$ cat src/rtl/reaction_timer_multi.sv
// Multi-round reaction timer core.
// Runs a session of N_ROUNDS trials. Each trial waits a pseudo-random number
// of ticks, then lights led_go and measures the reaction in ticks. The core
// reports false starts and timeouts, and keeps the last, best and average
// results for an external display block.
module reaction_timer_multi #(
    parameter int CLK_HZ       = 100_000_000,
    parameter int TICK_HZ      = 1000,
    parameter int N_ROUNDS     = 4,
    parameter int MIN_DELAY_MS = 1000,
    parameter int DELAY_BITS   = 10,
    parameter int TIMEOUT_MS   = 9999,
    parameter int CNT_W        = 14
) (
    input  logic             CLK100MHZ,
    input  logic             CPU_RESETN,
    input  logic             BTN_START,
    input  logic             BTN_REACT,
    output logic             led_go,
    output logic [CNT_W-1:0] last_ms,
    output logic [CNT_W-1:0] best_ms,
    output logic [CNT_W-1:0] avg_ms,
    output logic [3:0]       round_idx,
    output logic             false_start,
    output logic             timeout,
    output logic             done,
    output logic [2:0]       state_o
);

    localparam int DIV    = CLK_HZ / TICK_HZ;
    localparam int DIV_W  = (DIV > 2) ? $clog2(DIV) : 1;
    localparam int LOG2N  = $clog2(N_ROUNDS);
    localparam int SUM_W  = CNT_W + 4;
    localparam int WAIT_W = $clog2(MIN_DELAY_MS + (1 << DELAY_BITS)) + 1;

    typedef enum logic [2:0] {
        ST_IDLE  = 3'd0,
        ST_ARM   = 3'd1,
        ST_GO    = 3'd2,
        ST_SHOW  = 3'd3,
        ST_FAULT = 3'd4,
        ST_DONE  = 3'd5
    } state_t;

    // Next LFSR value: taps 16/14/13/11, shifting towards bit 0.
    function automatic logic [15:0] lfsr_next(input logic [15:0] cur);
        logic fb;
        fb = cur[0] ^ cur[2] ^ cur[3] ^ cur[5];
        return {fb, cur[15:1]};
    endfunction

    logic [1:0]        start_sync_r;
    logic [1:0]        react_sync_r;
    logic              start_prev_r;
    logic              react_prev_r;
    logic              start_p_r;
    logic              react_p_r;
    logic [DIV_W-1:0]  div_r;
    logic              tick_s;
    logic [15:0]       lfsr_r;
    logic [WAIT_W-1:0] wait_sample_s;
    logic [WAIT_W-1:0] wait_tgt_r;
    logic [WAIT_W-1:0] wait_cnt_r;
    logic              wait_hit_s;
    logic [CNT_W-1:0]  rt_cnt_r;
    logic              rt_limit_s;
    logic [SUM_W-1:0]  sum_r;
    logic              best_pend_r;
    state_t            state_r;
    logic              led_go_r;
    logic [CNT_W-1:0]  last_r;
    logic [CNT_W-1:0]  best_r;
    logic [CNT_W-1:0]  avg_r;
    logic [3:0]        round_r;
    logic              false_start_r;
    logic              timeout_r;
    logic              done_r;

    assign tick_s        = (div_r == DIV_W'(DIV - 1));
    assign wait_sample_s = WAIT_W'(MIN_DELAY_MS) + WAIT_W'(lfsr_r[DELAY_BITS-1:0]);
    assign wait_hit_s    = ((wait_cnt_r + WAIT_W'(1)) == wait_tgt_r);
    assign rt_limit_s    = (rt_cnt_r == CNT_W'(TIMEOUT_MS - 1));

    // Synchronise both buttons and turn their rising edges into one-cycle pulses.
    always_ff @(posedge CLK100MHZ or negedge CPU_RESETN) begin
        if (!CPU_RESETN) begin
            start_sync_r <= 2'b00;
            react_sync_r <= 2'b00;
            start_prev_r <= 1'b0;
            react_prev_r <= 1'b0;
            start_p_r    <= 1'b0;
            react_p_r    <= 1'b0;
        end else begin
            start_sync_r <= {start_sync_r[0], BTN_START};
            react_sync_r <= {react_sync_r[0], BTN_REACT};
            start_prev_r <= start_sync_r[1];
            react_prev_r <= react_sync_r[1];
            start_p_r    <= start_sync_r[1] & ~start_prev_r;
            react_p_r    <= react_sync_r[1] & ~react_prev_r;
        end
    end

    // Free-running tick divider and LFSR; neither is disturbed by round events.
    always_ff @(posedge CLK100MHZ or negedge CPU_RESETN) begin
        if (!CPU_RESETN) begin
            div_r  <= '0;
            lfsr_r <= 16'hACE1;
        end else begin
            div_r  <= tick_s ? '0 : (div_r + DIV_W'(1));
            lfsr_r <= lfsr_next(lfsr_r);
        end
    end

    // Session state machine with its registered results and status flags.
    always_ff @(posedge CLK100MHZ or negedge CPU_RESETN) begin
        if (!CPU_RESETN) begin
            state_r       <= ST_IDLE;
            wait_tgt_r    <= '0;
            wait_cnt_r    <= '0;
            rt_cnt_r      <= '0;
            sum_r         <= '0;
            best_pend_r   <= 1'b0;
            led_go_r      <= 1'b0;
            last_r        <= '0;
            best_r        <= '0;
            avg_r         <= '0;
            round_r       <= 4'd0;
            false_start_r <= 1'b0;
            timeout_r     <= 1'b0;
            done_r        <= 1'b0;
        end else begin
            // best follows last_ms one cycle after a round completes
            if (best_pend_r) begin
                best_pend_r <= 1'b0;
                if (last_r < best_r) begin
                    best_r <= last_r;
                end
            end
            case (state_r)
                ST_IDLE: begin
                    if (start_p_r) begin
                        state_r    <= ST_ARM;
                        round_r    <= 4'd0;
                        sum_r      <= '0;
                        timeout_r  <= 1'b0;
                        last_r     <= '0;
                        avg_r      <= '0;
                        best_r     <= '1;
                        wait_tgt_r <= wait_sample_s;
                        wait_cnt_r <= '0;
                    end
                end
                ST_ARM: begin
                    // a press wins over a wait that expires in the same cycle
                    if (react_p_r) begin
                        state_r       <= ST_FAULT;
                        false_start_r <= 1'b1;
                    end else if (tick_s) begin
                        if (wait_hit_s) begin
                            state_r  <= ST_GO;
                            led_go_r <= 1'b1;
                            rt_cnt_r <= '0;
                        end else begin
                            wait_cnt_r <= wait_cnt_r + WAIT_W'(1);
                        end
                    end
                end
                ST_GO: begin
                    // a press on the final tick counts as a normal reaction
                    if (react_p_r) begin
                        state_r     <= ST_SHOW;
                        led_go_r    <= 1'b0;
                        last_r      <= rt_cnt_r;
                        sum_r       <= sum_r + SUM_W'(rt_cnt_r);
                        best_pend_r <= 1'b1;
                    end else if (tick_s) begin
                        if (rt_limit_s) begin
                            state_r     <= ST_SHOW;
                            led_go_r    <= 1'b0;
                            last_r      <= CNT_W'(TIMEOUT_MS);
                            sum_r       <= sum_r + SUM_W'(TIMEOUT_MS);
                            timeout_r   <= 1'b1;
                            best_pend_r <= 1'b1;
                        end else begin
                            rt_cnt_r <= rt_cnt_r + CNT_W'(1);
                        end
                    end
                end
                ST_SHOW: begin
                    if (start_p_r) begin
                        if (round_r == 4'(N_ROUNDS - 1)) begin
                            state_r <= ST_DONE;
                            done_r  <= 1'b1;
                            avg_r   <= CNT_W'(sum_r >> LOG2N);
                        end else begin
                            state_r    <= ST_ARM;
                            round_r    <= round_r + 4'd1;
                            wait_tgt_r <= wait_sample_s;
                            wait_cnt_r <= '0;
                        end
                    end
                end
                ST_FAULT: begin
                    // retry the same round with a fresh random wait
                    if (start_p_r) begin
                        state_r       <= ST_ARM;
                        false_start_r <= 1'b0;
                        wait_tgt_r    <= wait_sample_s;
                        wait_cnt_r    <= '0;
                    end
                end
                ST_DONE: begin
                    if (start_p_r) begin
                        state_r <= ST_IDLE;
                        done_r  <= 1'b0;
                    end
                end
                default: begin
                    state_r       <= ST_IDLE;
                    led_go_r      <= 1'b0;
                    false_start_r <= 1'b0;
                    done_r        <= 1'b0;
                end
            endcase
        end
    end

    assign led_go      = led_go_r;
    assign last_ms     = last_r;
    assign best_ms     = best_r;
    assign avg_ms      = avg_r;
    assign round_idx   = round_r;
    assign false_start = false_start_r;
    assign timeout     = timeout_r;
    assign done        = done_r;
    assign state_o     = state_r;

endmodule

$ cat config.mk
export PLATFORM = sky130hd
export DESIGN_NAME = reaction_timer_multi
export DESIGN_NICKNAME = d
export VERILOG_FILES = /design/src/rtl/reaction_timer_multi.sv
export SDC_FILE = /design/constraint.sdc
export NUM_CORES = 1
export LEC_CHECK = 0
export CORE_ASPECT_RATIO = 1.25
export CORE_MARGIN = 2
export CORE_UTILIZATION = 50
export DETAILED_ROUTE_END_ITERATION = 10
export GPL_ROUTABILITY_DRIVEN = 1
export PLACE_DENSITY = 0.7
export RECOVER_POWER = 100
export SLEW_MARGIN = 40
export SYNTH_ARGS = -nofsm -noshare
export SYNTH_HDL_FRONTEND = slang
export SYNTH_SLANG_ARGS = --single-unit
$ cat constraint.sdc
create_clock -name CLK100MHZ -period 3.2 [get_ports CLK100MHZ]
set_input_delay 0.64 -clock CLK100MHZ [delete_from_list [all_inputs] [get_ports CLK100MHZ]]
set_output_delay 0.64 -clock CLK100MHZ [all_outputs]
set_load 0.02 [all_outputs]
==> results by group, run 1 <==
Timing
  – Period utilisation layout: 0.919
  – Final hold viol count: 0
  – Setup_tns: 0 ps
  – Clock skew: approximately 10 ps
  – Fin worst setup slack: roughly 260 ps
  – FMAX: around 340 MHz
  – Clock period minus worst slack: between 2000 and 3000 ps
  – Worst hold slack: around 350 ps
  – Final setup violation count: 0
  – Slew Limit Headroom: 0.173
  – Unrepaired setup endpoints after global routing: false
  – Fin. max-slew vios: 0
  – Actual slew at the worst max-slew pin: roughly 1200 ps

Logic synthesis
  – Dominant synthesized flop cell: dfrtp_1
  – Synth async-reset ratio: 1.00
  – Most area-consuming cells after synthesis: dfrtp_1 (46%), ha_1 (5.4%), nand2_1 (4.0%), o21ai_0 (3.7%), xnor2_1 (3.2%)
  – Post-synthesis compound-gate area fraction: 0.156
  – Syn nets: around 810
  – Synth Area in Adders: 0.0567
  – Proportion of netlist area held by the largest area contributor: 0.459
  – Post-Synth XOR/XNOR Area: 0.0551
  – #FFs+latches synth: 148
  – Number of synthesized flops with an enable pin: 0
  – Synth cell types: 68
  – Sequential area share after synthesis: 0.486
  – Post-Synth Simple-Gate Area: 0.183
  – Synthesized cell area: between 7000 and 8000 sq um
  – Dominant cell type by area after synthesis: dfrtp_1
  – Mux share of post-synthesis cell area: 0.0297
  – Yosys warns: 0
  – Synth Instances: between 700 and 800
  – Avg Inst Size Synth: approximately 9.9 sq um
  – Main combinational cell family by area after synthesis: simple AND/OR/NAND/NOR gates

Critical path
  – Worst r2r path cells: 9
  – CP Capture Type: flop
  – Delay-heaviest family, CP: compound AO/OA/AOI/OAI gates
  – Levels on crit path: 9
  – Critical Path, Cell by Cell: ha_1, and4_1, nand3_1, nor3_1, buf_4, a2bb2oi_1, o22ai_2, clkbuf_2, a22o_1
  – Worst EP arrival: 3250 ps
  – Worst path required time: 3510 ps
  – Setup CP Type: flop to flop
  – Max incr delay on CP: 390 ps
  – Critical path fanouts, max: 24
  – Critical path launch point type: flop
  – Crit path max-delay cell type: dfrtp_1
  – CP bufs+invs: 2

Clocking
  – Worst-path clk slew: around 60 ps
  – # hold bufs at CTS: 0
  – CTS Sinks: 148
  – Post_cts resized: 0
  – Max clock buf depth: 2
  – Post-CTS setup buffer count: 0
  – TritonCTS clock tree: built
  – H-tree Lvls: 4
  – Root Buffer: clkbuf_16
  – Num CTS Buffers: 17
  – Clk_lat worst skew: 420 ps

Layout
  – N_diodes: 0
  – Fillers: 1264
  – Finished Cell Area: ~9000 sq um
  – Area Growth Syn to Fin: 18.1%
  – Share of layout cells above drive strength 1: 0.0841
  – # nets final: between 800 and 900

Floorplan
  – Ports: 57
  – Num rows: 50
  – Core Area: 15000 sq um
  – Starting Density: 0.511
  – Die height: between 100 and 150 microns
  – DIE WIDTH: roughly 110 microns
  – Total die area: 16300 sq um

GRT
  – Number of global-route vias before repair: ~6.2k
  – Largest net degree at the start of global routing: 82
  – Initial antenna violation count: 0
  – First-pass GRT wire length: 29600 microns
  – Overflow after GRT: 0
  – GRT Resource Usage Total: 0.228

Placement
  – Post-DP Area: approximately 8500 sq um
  – Routability congestion estimate: approximately 0.86
  – DPL Wire Length: ~12000 microns
  – Port bufs: 56
  – Dpl ws: roughly 340 ps

Routing
  – Drt drc: 0
  – Initial DRT Pass Iterations: 7
  – Initial DRC count: 290
  – Via density: a little under 6
  – WL final: 17600 microns
  – Routed length per instance: roughly 17 microns
  – Via count: ~6.0k
  – Routed Antenna Nets: 0

Status
  – Status: complete, no violations

Run
  – MaxCap Viol Count: 0

Power
  – Sw Share: 0.274
  – Switch Pwr: roughly 1.3 mW
  – Total power: 4.77 mW
  – Seq pwr share: 0.438
  – Comb pwr share: 0.156
  – Int Pwr: about 3.5 mW
  – Maximum VDD drop: 0.318 mV
  – Clock power frac: 0.405
  – Leak: between 4 and 5 nW
  – PwrDens: 529 nW/um^2

Min path
  – Cell depth of the worst hold path: 0
  – Worst hold path class: flop to flop
[metrics by stage]
step / util / cells
CTS: 0.605 / 1025
global placement: 0.567 / 994
floorplan: - / 768
global route: 0.603 / 1026
finish: 0.603 / 1026
detailed placement: 0.567 / 994
[layout by cell type, fill, tap and decap left out, types with 4 or more instances in the layout]
cell	instances
dfrtp_1	140
nand2_1	81
o21ai_0	57
dlygate4sd3_1	55
nor2_1	49
nand3_1	34
ha_1	33
xnor2_1	28
a21oi_1	27
inv_1	25
a22o_1	23
xor2_1	20
a31oi_1	19
nor3_1	18
mux2i_1	17
clkbuf_16	17
nand2b_1	15
buf_4	15
nand4_1	12
and3_1	10
nor2b_1	8
clkbuf_1	8
a32o_1	7
and2_1	6
a21o_1	6
o21bai_1	6
clkbuf_2	6
and2_0	5
a211oi_1	5
or3_1	5
nor4_1	5
mux2_2	5
dfstp_2	5
o211ai_1	4
nand3b_1	4
nand4b_1	4
[path summary, 6_finish.rpt]
check / from / end / slack [ps]
worst max-delay path: div_r[0] / sum_r[9] / 260
worst min-delay path: start_sync_r[0] / start_sync_r[1] / 350
worst max register to register: div_r[0] / sum_r[9] / 260
worst min register to register: start_sync_r[0] / start_sync_r[1] / 350
max in group asynchronous: CPU_RESETN / rt_cnt_r[11] / 650
min in group asynchronous: CPU_RESETN / sum_r[14] / 450
[layer usage]
metal  vias up  GRT usage  part of all wire
met3        42     0.0456             0.031
met2       120      0.408              0.53
li1       2895          -                 -
met4         0      0.101             0.031
met1      2989      0.262              0.41
met5         -          0                 0
[cells by family (layout without fill, tap and decap cells)]
logic type / after synthesis / in the layout
compound gates: 179 / 179
simple gates: 275 / 275
buf+inv: 62 / 138
fa+ha+maj: 34 / 34
xor+xnor: 48 / 48
mux: 22 / 22
flops: 148 / 148
[power groups by stage]
stage               logic, mW  registers [mW]  clock network [mW]
floorplan               0.401            2.18                   0
global placement        0.758            2.12                   0
detailed placement      0.776            2.13                   0
CTS                     0.781            2.10                1.97
global route            0.844            2.11                2.06
finish                  0.746            2.09                1.93
[state kept, by name (all words and copies together), names as in the netlist, 4 cells and up]
name	cells
round_idx	4
avg_ms	14
div_r	17
rt_cnt_r	14
wait_cnt_r	12
best_ms	14
sum_r	16
lfsr_r	16
last_ms	14
wait_tgt_r	11
[cell usage after synthesis, drive strengths merged, types with 2 or more instances]
library cell / count
a21o: 6
a211o: 2
xnor2: 28
o21bai: 6
a2111oi: 2
o21ai: 58
a21oi: 27
or2: 4
nand4: 12
nand4b: 5
dfrtp: 140
dfstp: 8
a32o: 7
nor4b: 2
or3: 5
nand3: 35
a211oi: 5
or4: 3
nor4: 5
and3: 10
nand3b: 4
a41oi: 3
nor3: 18
nand2b: 15
mux2i: 17
nor2b: 8
mux2: 5
nand2: 82
and2: 12
nor3b: 3
ha: 33
clkbuf: 21
nor2: 49
a31oi: 19
o211ai: 4
xor2: 20
a22o: 23
buf: 15
o31a: 3
a31o: 2
o22ai: 2
inv: 25
o21a: 3
[cell type report]
cell class | count | area, sq um | area share
sequential | 148 | 3710 | 0.412
clock inverter | 8 | 103 | 0.0114
multi-input combinational | 558 | 3670 | 0.407
clock buffer | 23 | 468 | 0.0519
inverter | 26 | 97.6 | 0.0108
tap | 182 | 228 | 0.0253
timing repair buffer | 81 | 736 | 0.0816
Note: power is estimated with default switching activity, not from simulation.
==> run 2, diff against run 1 <==
--- a/config.mk
+++ b/config.mk
@@ -7,10 +7,9 @@
 export LEC_CHECK = 0
 export CORE_ASPECT_RATIO = 1.25
 export CORE_MARGIN = 2
-export CORE_UTILIZATION = 50
+export CORE_UTILIZATION = 45
 export DETAILED_ROUTE_END_ITERATION = 10
 export GPL_ROUTABILITY_DRIVEN = 1
-export PLACE_DENSITY = 0.7
 export RECOVER_POWER = 100
 export SLEW_MARGIN = 40
 export SYNTH_ARGS = -nofsm -noshare
==> run 2 against run 1 <==
  * The run now ends with max-capacitance violations, max-slew violations left
  * Routed wire length grew 0.50%
  * Combinational power is essentially flat
  * Clock skew shrank 1.8 ps
  * Largest cell class unchanged
==> results by group, run 2 (synthesized netlist as in run 1, its figures left out) <==
Status
  – Status: finished, violations left
  – Failing checks: max-capacitance violations, max-slew violations

Layout
  – Final Instance Count excl. Fillers: 1067
  – Fillers: 1508
  – Share of layout cells above drive strength 1: 0.0838
  – Area Growth Syn to Fin: 18.7%
  – # nets final: 872
  – Most frequent cells in the layout: dfrtp_1 (140), nand2_1 (81), o21ai_0 (57)
  – Largest regs: div_r: 17 flops, lfsr_r: 16 flops, sum_r: 16 flops
  – Max reg flops: 17
  – Final core occ: 0.542
  – Commonest non-fill, non-tap cell in the layout: dfrtp_1
  – Reg with most FFs: div_r
  – N_diodes: 0

Timing
  – FMAX: about 330 MHz
  – Actual slew at the worst max-slew pin: 2270 ps
  – Fin worst setup slack: a little under 200 ps
  – Setup_tns: 0 ps
  – Clock skew: approximately 8.4 ps
  – Fin. max-slew vios: 39
  – Slew Limit Headroom: -0.513
  – Final setup violation count: 0
  – Worst hold slack: about 350 ps
  – Unrepaired setup endpoints after global routing: false
  – Clock period minus worst slack: about 3000 ps
  – Period utilisation layout: 0.939
  – Final hold viol count: 0

Critical path
  – CP Capture Type: flop
  – Worst path required time: 3510 ps
  – Critical path fanouts, max: 10
  – Critical Path, Cell by Cell: ha_1, nand4_1, nor3_1, mux2i_1, nor2_1, or4_4, o21ai_4, nand2_4, a31o_1
  – Reg-to-reg startpoint: wait_cnt_r[1]
  – Crit path max-delay cell type: or4_4
  – Max incr delay on CP: around 540 ps
  – Worst EP arrival: between 3000 and 4000 ps
  – FF-to-FF setup slack: just under 200 ps
  – Setup CP Type: flop to flop
  – Delay-heaviest family, CP: simple AND/OR/NAND/NOR gates
  – Critical path launch point type: flop
  – FF-to-FF End: wait_cnt_r[1]
  – Worst r2r path cells: 9
  – CP bufs+invs: 0

Placement
  – Port bufs: 56
  – Routability congestion estimate: around 0.85
  – Dpl cells: slightly above 1k
  – DPL Wire Length: approximately 13000 microns
  – Dpl ws: about 210 ps

Clocking
  – Worst-path clk slew: roughly 60 ps
  – H-tree Lvls: 4
  – Num CTS Buffers: 17
  – Post_cts resized: 0
  – Post-CTS setup buffer count: 0
  – Root Buffer: clkbuf_16
  – Max clock buf depth: 2
  – TritonCTS clock tree: built
  – CTS Sinks: approximately 150
  – Clk_lat worst skew: roughly 420 ps
  – # hold bufs at CTS: 0

Floorplan
  – Total die area: ~18000 sq um
  – Die height: ~150 microns
  – Num rows: 53
  – DIE WIDTH: between 100 and 150 microns
  – Ports: 57
  – Core Area: 16700 sq um
  – Starting Density: 0.457

Routing
  – WL final: between 15000 and 20000 microns
  – Routed length per instance: ~17 microns
  – Via density: 5.49
  – Initial DRT Pass Iterations: 4
  – Routed Antenna Nets: 0
  – Initial DRC count: 322
  – Via count: between 5k and 6k
  – Drt drc: 0

GRT
  – Number of global-route vias before repair: approximately 6k
  – Overflow after GRT: 0
  – GRT Resource Usage Total: 0.208
  – Initial antenna violation count: 0
  – Largest net degree at the start of global routing: 57
  – First-pass GRT wire length: 29700 microns

Power
  – PwrDens: roughly 530 nW/um^2
  – Maximum VDD drop: roughly 0.32 mV
  – Leak: 4.26 nW

Min path
  – Hold EP: start_sync_r[1]
  – HP Start: start_sync_r[0]
  – Worst hold path class: flop to flop
  – Cell depth of the worst hold path: 0

Run
  – MaxCap Viol Count: 1
## run 2: cell count changes in the layout (fill, tap and decap cells not counted), moves of 2 or more
cell,previous run,this run
clkbuf_1,8,11
and2_0,5,3
and2_1,6,8
buf_2,0,2
## run 2: area by class of cell
type | count | area (sq um) | share of cell area
multi-input cells | 558 | 3670 | 0.405
clock buffers | 23 | 458 | 0.0505
inverters | 26 | 97.6 | 0.0108
well taps | 220 | 275 | 0.0304
clock inverters | 9 | 110 | 0.0122
repair buffers | 83 | 733 | 0.0809
flip-flops and latches | 148 | 3710 | 0.410
## run 2: power breakdown
| group | internal, mW | switching (mW) | total, mW | leakage [nW] |
|---|---|---|---|---|
| clock | 1.17 | 0.746 | 1.91 | 0.267 |
| sequential | 1.99 | 0.107 | 2.09 | 1.92 |
| combinational | 0.288 | 0.461 | 0.749 | 2.07 |
## run 2: routing by layer
| metal | GRT usage | wire length [microns] | vias to the layer above |
|---|---|---|---|
| met5 | 0 | 0 | - |
| met4 | 0.0692 | 312 | 0 |
| met3 | 0.0461 | 532 | 19 |
| met2 | 0.384 | 9510 | 94 |
| met1 | 0.237 | 7280 | 2852 |
| li1 | - | - | 2888 |
## run 2: worst max-delay path by stage
| stage | cells after the start | startpoint | endpoint | slack, ps |
|---|---|---|---|---|
| 3_5_place_dp | 9 | wait_cnt_r[1] | wait_cnt_r[1] | 210 |
| 3_3_place_gp | 9 | wait_cnt_r[1] | wait_cnt_r[1] | 280 |
| 5_1_grt | 9 | wait_cnt_r[1] | wait_cnt_r[1] | 40 |
| 6_report | 9 | wait_cnt_r[1] | wait_cnt_r[1] | 190 |
| 2_1_floorplan | 13 | react_p_r | sum_r[14] | 280 |
| 4_1_cts | 9 | wait_cnt_r[1] | wait_cnt_r[1] | 190 |
## run 2: per-stage QoR
step	instance area, sq um	total power [mW]
floorplan	7630	2.58
global placement	8540	2.90
detailed placement	8540	2.92
CTS	9110	4.86
global route	9060	5.00
finish	9060	4.76
==> run 3, diff against run 2 <==
--- a/config.mk
+++ b/config.mk
@@ -5,6 +5,7 @@
 export SDC_FILE = /design/constraint.sdc
 export NUM_CORES = 1
 export LEC_CHECK = 0
+export CAP_MARGIN = 40
 export CORE_ASPECT_RATIO = 1.25
 export CORE_MARGIN = 2
 export CORE_UTILIZATION = 45
==> results of run 3 <==
The final DEF is identical to that of run 2; final timing and power are the same.
